--- config.mk ---
export PLATFORM = sky130hd
export DESIGN_NAME = alu_muldiv_unit
export DESIGN_NICKNAME = d
export VERILOG_FILES = /design/src/rtl/alu_muldiv_unit.sv
export SDC_FILE = /design/constraint.sdc
export NUM_CORES = 1
export LEC_CHECK = 0
export CORE_MARGIN = 5
export CORE_UTILIZATION = 49
export DETAILED_ROUTE_END_ITERATION = 8
export PLACE_DENSITY = 0.83
export SYNTH_ARGS = -nofsm -noshare
export SYNTH_HDL_FRONTEND = slang
export SYNTH_SLANG_ARGS = --single-unit
--- constraint.sdc ---
create_clock -name CLK -period 3.6 [get_ports CLK]
set_clock_uncertainty 0.15 [all_clocks]
set_input_delay 0.54 -clock CLK [delete_from_list [all_inputs] [get_ports CLK]]
set_output_delay 0.54 -clock CLK [all_outputs]
set_load 0.02 [all_outputs]
--- src/rtl/alu_muldiv_unit.sv ---
// alu_muldiv_unit: multi-cycle MULT/MULTU/DIV/DIVU unit with HI/LO result registers
// Ports:
//   CLK, nRST          clock, asynchronous active-low reset
//   start, op          request and operation (00 MULTU, 01 MULT, 10 DIVU, 11 DIV), sampled in IDLE
//   portA, portB       multiplicand/dividend and multiplier/divisor, captured with start
//   flush              abort the operation in flight; blocks start in IDLE
//   busy, done         unit occupied / one-cycle result-valid pulse
//   hi, lo             product halves, or remainder / quotient
//   div_zero           last completed divide had a zero divisor
module alu_muldiv_unit #(
    parameter int WIDTH = 32,
    parameter int CNT_W = $clog2(WIDTH) + 1
) (
    input  logic             CLK,
    input  logic             nRST,
    input  logic             start,
    input  logic [1:0]       op,
    input  logic [WIDTH-1:0] portA,
    input  logic [WIDTH-1:0] portB,
    input  logic             flush,
    output logic             busy,
    output logic             done,
    output logic [WIDTH-1:0] hi,
    output logic [WIDTH-1:0] lo,
    output logic             div_zero
);
    typedef enum logic [1:0] {IDLE, RUN, FIX, DONE} state_t;
    state_t             state_q, state_d;
    logic [CNT_W-1:0]   cnt_q, cnt_d;
    logic [2*WIDTH-1:0] acc_q, acc_d, prod;
    logic [WIDTH-1:0]   m_q, m_d, hi_q, hi_d, lo_q, lo_d, mag_a, mag_b;
    logic [WIDTH:0]     add_s, sub_s;
    logic               div_q, div_d, dz_q, dz_d, sq_q, sq_d, sr_q, sr_d, dzf_q, dzf_d;
    always_comb begin
        mag_a   = (op[0] && portA[WIDTH-1]) ? -portA : portA;
        mag_b   = (op[0] && portB[WIDTH-1]) ? -portB : portB;
        // multiply: acc = {partial sum, remaining multiplier bits}, shifted right each step
        add_s   = {1'b0, acc_q[2*WIDTH-1:WIDTH]} + (acc_q[0] ? {1'b0, m_q} : '0);
        // divide: acc = {remainder, dividend/quotient bits}, shifted left each step
        sub_s   = acc_q[2*WIDTH-1:WIDTH-1] - {1'b0, m_q};
        prod    = sq_q ? -acc_q : acc_q;
        state_d = state_q;
        cnt_d   = cnt_q;
        acc_d   = acc_q;
        m_d     = m_q;
        hi_d    = hi_q;
        lo_d    = lo_q;
        div_d   = div_q;
        dz_d    = dz_q;
        sq_d    = sq_q;
        sr_d    = sr_q;
        dzf_d   = dzf_q;
        case (state_q)
            IDLE: if (start && !flush) begin
                state_d = RUN;
                cnt_d   = '0;
                div_d   = op[1];
                dz_d    = op[1] && portB == '0;
                sq_d    = op[0] && (portA[WIDTH-1] ^ portB[WIDTH-1]);
                sr_d    = op[0] && portA[WIDTH-1];
                m_d     = op[1] ? mag_b : mag_a;
                // a zero divisor preloads the final hi/lo values directly
                acc_d   = (op[1] && portB == '0) ? {portA, {WIDTH{1'b1}}}
                                                 : {{WIDTH{1'b0}}, op[1] ? mag_a : mag_b};
            end
            RUN: if (dz_q) begin
                state_d = DONE;
                hi_d    = acc_q[2*WIDTH-1:WIDTH];
                lo_d    = acc_q[WIDTH-1:0];
                dzf_d   = 1'b1;
            end else begin
                acc_d   = !div_q ? {add_s, acc_q[WIDTH-1:1]}
                        : sub_s[WIDTH] ? {acc_q[2*WIDTH-2:0], 1'b0}
                        : {sub_s[WIDTH-1:0], acc_q[WIDTH-2:0], 1'b1};
                cnt_d   = cnt_q + CNT_W'(1);
                state_d = (cnt_q == CNT_W'(WIDTH - 1)) ? FIX : RUN;
            end
            FIX: begin
                state_d = DONE;
                dzf_d   = 1'b0;
                hi_d    = !div_q ? prod[2*WIDTH-1:WIDTH]
                        : sr_q ? -acc_q[2*WIDTH-1:WIDTH] : acc_q[2*WIDTH-1:WIDTH];
                lo_d    = !div_q ? prod[WIDTH-1:0]
                        : sq_q ? -acc_q[WIDTH-1:0] : acc_q[WIDTH-1:0];
            end
            default: state_d = IDLE;
        endcase
        // a squashed operation leaves the previous results untouched
        if (flush) begin
            state_d = IDLE;
            hi_d    = hi_q;
            lo_d    = lo_q;
            dzf_d   = dzf_q;
        end
    end
    always_ff @(posedge CLK or negedge nRST) begin
        if (!nRST) begin
            state_q <= IDLE;
            cnt_q   <= '0;
            acc_q   <= '0;
            m_q     <= '0;
            hi_q    <= '0;
            lo_q    <= '0;
            div_q   <= 1'b0;
            dz_q    <= 1'b0;
            sq_q    <= 1'b0;
            sr_q    <= 1'b0;
            dzf_q   <= 1'b0;
        end else begin
            state_q <= state_d;
            cnt_q   <= cnt_d;
            acc_q   <= acc_d;
            m_q     <= m_d;
            hi_q    <= hi_d;
            lo_q    <= lo_d;
            div_q   <= div_d;
            dz_q    <= dz_d;
            sq_q    <= sq_d;
            sr_q    <= sr_d;
            dzf_q   <= dzf_d;
        end
    end
    assign busy     = state_q != IDLE;
    assign done     = state_q == DONE && !flush;
    assign hi       = hi_q;
    assign lo       = lo_q;
    assign div_zero = dzf_q;
endmodule

==> impl_metrics.csv <==
group,metric,value,unit
floorplan,die_height,186,µm
setup_path,crit_family,"compound AO/OA/AOI/OAI gates",
global_route,grt_usage,0.323,
logic_synthesis,synth_ff_type,"dfrtp_1",
logic_synthesis,ys_ff_latch,173,
placement,place_hpwl,43900,µm
logic_synthesis,yosysSeqAreaShare,0.284,
logic_synthesis,synth_cell_types,78,
route,vias,16400,
clock_tree,cts_hold_buf,0,
sta,slew_viol_final,0,
sta,period_share,0.990,
global_route,grt-ovfl-total,0,
sta,fin_crit,3.56,ns
pwr,irDropWorstVdd,0.000402,V
setup_path,arrival,3.71,ns
setup_path,crit_type,"reg -> reg",
route,first_iter_violations,2132,
logic_synthesis,yosysTopAreaCellShare,0.284,
clock_tree,cts_sinks,173,
run,maxCapViolCount,0,
layout,antenna-diode-count,0,
floorplan,core-area,0.0306,mm²
logic_synthesis,avgSynthCellArea,7.83,µm²
logic_synthesis,netlist_top_cells_area,"dfrtp_1 (28%), a21oi_1 (6.8%), ha_1 (6.1%)",
placement,io_buffers,136,
pwr,p_leak,8.31,nW
pwr,pwr_density_cell,738,mW/mm²
setup_path,crit_chain,"and2_1 > ha_1 > fa_1 > a211oi_1 > o21bai_1 > nand4_1 > a2111oi_2 > buf_4 > o211ai_1 > buf_4 > o21ai_0 > xnor2_1 > a221oi_1",
layout,synthToLayoutAreaGrowth,23.6,%
floorplan,die-width,186,µm
sta,fmax,281,MHz
clock_tree,clkLatencyLatePin,0.46,ns
route,drc,0,
global_route,grt_max_degree,131,
setup_path,r2r-start,"m_q[0]",
placement,dpl-instance-area,0.0180,mm²
layout,drive_above_1_share,0.130,
clock_tree,clockBufferDepth,2,
setup_path,r2r_slack,0.04,ns
route,routedWlPerCell,22.2,µm
route,ant_nets,0,
setup_path,worst-path-stages,13,
route,totalWireLength,57100,µm
route,top_layer_used,"met5",
global_route,grt_pass1_wl,87800,µm
setup_path,crit_path_start_kind,"flip-flop",
logic_synthesis,netlist_area,0.0152,mm²
route,viasPerCell,6.38,
layout,layout.nets,2308,
layout,finish.utilization,0.615,
clock_tree,cts_root_buf,"clkbuf_16",
logic_synthesis,synth_largest_area_cell,"dfrtp_1",
floorplan,std_cell_rows,64,
setup_path,crit_required,3.75,ns
sta,maxSlewHeadroom,0.382,
setup_path,crit_path_frequent_cell,"buf_4",
setup_path,crit_buf_inv,2,
setup_path,r2r-end,"acc_q[57]",
placement,placedCellCount,2533,
clock_tree,cts_tree,"yes",
floorplan,initial_core_util,0.498,
hold_path,hp-class,"in -> async",
setup_path,r2r.worst_path.cells,13,
logic_synthesis,synth_nets,2089,
floorplan,dieArea,0.0347,mm²
global_route,grt_pass1_vias,15800,
route,m1WireLength,22600,µm
setup_path,crit_path_max_fanout,3,
route,dr.pass1.iters,7,
sta,setup_viol,0,
sta,timing_hold_violations_final,0,
layout,instances_no_fill,2571,
logic_synthesis,ys_warn_count,0,
status,outcome,"completed",
global_route,antenna_found_initial,1,
clock_tree,path_clk_slew,0.08,ns
logic_synthesis,syn_inst,1943,
floorplan,pin_count,137,
route,routed-wl-met2,26100,µm
layout,fin_area,0.0188,mm²
setup_path,endpoint_kind,"flip-flop",
clock_tree,cts_buffers,17,
sta,tightest_slew,0.926,ns
logic_synthesis,synth-edff-count,0,
logic_synthesis,async_reset_ff_frac,1.00,
placement,gp_congestion,0.991,
route,wl_met3,5580,µm
setup_path,crit_slowest_cell,"dfrtp_1",
layout,n_fill_cell,2637,
clock_tree,htree_num_levels,4,
setup_path,max_stage_delay,0.41,ns
## cell usage after synthesis (all sizes together), types with 12 or more instances
master	n
ha	74
xnor2	88
nor2	164
nand3	33
a221oi	12
nor3	40
o21a	12
and2	16
nor4	18
mux2i	58
o311ai	17
xor2	86
a21oi	206
o31ai	20
o21ai	192
or3	16
a21o	50
inv	68
clkbuf	103
a211oi	27
and3	15
nand2	221
or4	12
nor2b	12
nand2b	16
or2	12
buf	17
o211ai	14
dfrtp	173
a31oi	24
mux2	14
## flip-flops by register name (all words and copies together) (netlist names)
| register | cells |
|---|---|
| div_zero | 1 |
| div_q | 1 |
| acc_q | 64 |
| cnt_q | 6 |
| m_q | 32 |
| sr_q | 1 |
| sq_q | 1 |
| hi | 32 |
| state_q | 2 |
| lo | 32 |
| dz_q | 1 |
## where the power goes
group / leakage (nW) / internal [mW] / total (mW) / switching, mW
Sequential: 2.22 / 2.59 / 3.19 / 0.607
Clock: 0.313 / 1.20 / 2.10 / 0.896
Combinational: 5.78 / 3.69 / 8.58 / 4.89
Total: 8.31 / 7.48 / 13.9 / 6.39
## cell usage in the layout (no fill, tap or decap), drive strengths merged, types with 14 or more instances in the layout
master and n:
or3 16, nand3 33, a31oi 24, clkdlybuf4s50 134, o31ai 20, ha 74
clkbuf 19, o211ai 14, nor2 164, nand2b 16, mux2 14, buf 186
a211oi 27, o311ai 17, a21oi 206, and3 15, a21o 50, nand2 221
inv 75, and2 16, xnor2 88, dfrtp 173, mux2i 58, nor4 18
nor3 40, xor2 86, o21ai 192
## worst register-to-register path: stages, from the launching register on
cell and delay (ns):
dfrtp_1 0.41, and2_1 0.17, ha_1 0.21, fa_1 0.41, a211oi_1 0.29, o21bai_1 0.16, nand4_1 0.20, a2111oi_2 0.10
buf_4 0.16, o211ai_1 0.33, buf_4 0.20, o21ai_0 0.09, xnor2_1 0.38, a221oi_1 0.16
## kinds of logic (layout without fill, tap and decap cells)
| kind of cell | count (synthesis) | count (layout) | synth area share |
|---|---|---|---|
| AO/OA/AOI/OAI | 658 | 658 | 0.269 |
| AND/OR/NAND/NOR | 600 | 600 | 0.186 |
| flip-flops | 173 | 173 | 0.284 |
| adder cells (fa/ha/maj) | 76 | 76 | 0.0635 |
| XOR/XNOR | 174 | 174 | 0.100 |
| buffers and inverters | 190 | 422 | 0.0488 |
| multiplexers | 72 | 72 | 0.0485 |
## what timing repair did
| item | CTS | global route |
|---|---|---|
| setup buffers | 2 | 4 |
| gates resized for setup | 3 | 21 |
| endpoints found under the hold margin | 0 | 0 |
| gates cloned | 0 | 0 |
| pin swaps | 1 | 10 |
| setup endpoints to repair | 18 | 28 |
## metal layers
metal / GRT usage / vias up
met4: 0.136 / 2
li1: - / 7456
met3: 0.0500 / 186
met5: 0 / -
met2: 0.526 / 997
met1: 0.429 / 7758
## how the worst max path moves through the flow
stage / start / endpoint / slack (ns)
global placement: acc_q[31] / acc_q[56] / -0.02
floorplan: acc_q[31] / acc_q[47] / 0.15
detailed placement: acc_q[32] / acc_q[56] / -0.18
global route: acc_q[0] / acc_q[59] / -0.02
CTS: acc_q[0] / acc_q[61] / 0.02
finish: m_q[0] / acc_q[57] / 0.04
## stage by stage
step / setup TNS [ns] / hold slack, ns / setup WS, ns / total power [mW]
after floorplan: 0 / 0.0944 / 0.151 / 8.14
after global placement: -0.0341 / 0.311 / -0.0215 / 11.3
after detailed placement: -1.23 / 0.319 / -0.179 / 11.4
after CTS: 0 / 0.0589 / 0.0153 / 13.6
after global routing: -0.0188 / 0.0926 / -0.0158 / 14.7
final: 0 / 0.0182 / 0.0375 / 13.9
## cell type report
| cell class | count | area, µm² | area share |
|---|---|---|---|
| repair buffers | 320 | 2830 | 0.150 |
| flip-flops and latches | 173 | 4330 | 0.230 |
| clock buffers | 19 | 443 | 0.0235 |
| clock inverters | 13 | 203 | 0.0108 |
| multi-input cells | 1580 | 10200 | 0.545 |
| inverters | 70 | 263 | 0.0140 |
| well taps | 396 | 495 | 0.0263 |
No activity file was read; power rests on OpenSTA's default activity.
==> RTL edit: new RTL, same flow settings <==
`WIDTH`: 32 -> 16.
--- a/src/rtl/alu_muldiv_unit.sv
+++ b/src/rtl/alu_muldiv_unit.sv
@@ -9,5 +9,5 @@
 //   div_zero           last completed divide had a zero divisor
 module alu_muldiv_unit #(
-    parameter int WIDTH = 32,
+    parameter int WIDTH = 16,
     parameter int CNT_W = $clog2(WIDTH) + 1
 ) (
Ports: changed (resized hi, lo, portA and portB); port bits go from 137 to 73. The function was not compared with the original's and may differ.
==> RTL edit against the unedited design <==
  * Via count down 54%
  * Synthesized area decreased by 50%
  * Worst setup slack gained 170 ps
  * Cell area fell by 52%
  * Power decreased by 54%
  * Routed wire length down 62%
  * Core utilization decreased by 2.6 points
  * Sequential cell count shrank 81
  * Maximum frequency grew 5.0%
  * First-iteration DRC count shrank 66%
  * Critical endpoint is now acc_q[31]
  * Largest cell class unchanged
  * Largest power group unchanged
==> RTL edit: results (changes against the unedited design) <==
route:
  wl_met2_um: 9440  # was 26100 um
  wl_met3_um: 2160  # was 5580 um
  drt_iter0_markers: 729  # was 2132
synth:
  ys_top_cells_by_area: "dfrtp_1 30%, nand2_1 7.3%, ha_1 7.0%"  # was dfrtp_1 28%, a21oi_1 6.8%, ha_1 6.1%
  synth.area.mux_share_pct: 3.35  # was 4.85%
  ys_seq_area_share_pct: 30.1  # was 28.4%
  synth_cell_types: 73  # was 78
  synth_fp_nets: 1059  # was 2089
  synth_compound_area_share_pct: 23.7  # was 26.9%
  avgSynthCellArea_um2: 7.83  # about the same
final_layout:
  fillers: 1373  # was 2637
  largest_reg_flops: 32  # was 64
  final_layout_size_suffix_gt1_share_pct: 7.16  # was 13.0%
grt:
  grt_pass1_wl_um: 35200  # was 87800 um
  grt_max_degree: 67  # was 131
  antenna_found_initial: 0  # was 1
  grt.total_usage_pct: 23.9  # was 32.3%
placed_design:
  portBuffers: 72  # was 136
  hpwl_um: 16700  # was 43900 um
  dp_slack_ps: 178  # was -179 ps
timing:
  finalCritPeriodShare_pct: 94.2  # was 99.0%
  holdWs_ps: 133  # was 18.2 ps
  slew_headroom_pct: 42.1  # was 38.2%
clock_tree:
  ctsResizeCount: 0  # was 3
  cts_made_buffers: 9  # was 17
  post-cts-setup-buffer-count: 0  # was 2
outcome:
  outcome: "complete, no violations"  # unchanged
worst_setup_path:
  crit_arrival_ps: 3480  # was 3710 ps
  rrSetupSlack_ps: 210  # was 40 ps
  path_delay_family: "simple AND/OR/NAND/NOR gates"  # was compound AO/OA/AOI/OAI gates
power:
  p_leak_uw: 0.00387  # was 0.00831 uW
  ir_drop_mv: 0.328  # was 0.402 mV
-- RTL edit: cell count changes after synthesis, sizes merged, moves of 56 or more --
cell    before  now
xor2        86   30
nor2       164   94
clkbuf     103   39
o21ai      192   97
a21oi      206   75
nand2      221  149
dfrtp      173   92
-- RTL edit: where the power goes --
part / switching [uW] / internal (uW) / leakage, uW / total (uW)
clock network: 407 / 610 / 0.000151 / 1020
logic: 2050 / 1570 / 0.00258 / 3620
registers: 399 / 1380 / 0.00114 / 1780
-- RTL edit: layer usage --
layer	track usage [%]	up-vias
met3	4.69	65
met5	0	-
met1	33.0	3494
li1	-	3607
met4	9.62	0
met2	36.8	376
-- RTL edit: cell type report --
cell class	instances	area, um^2	share of cell area [%]
Multi-Input combinational cell	798	5010	55.8
Sequential cell	92	2300	25.6
Timing Repair Buffer	102	943	10.5
Tap cell	211	264	2.94
Clock buffer	12	236	2.63
Inverter	40	150	1.67
Clock inverter	4	73.8	0.822
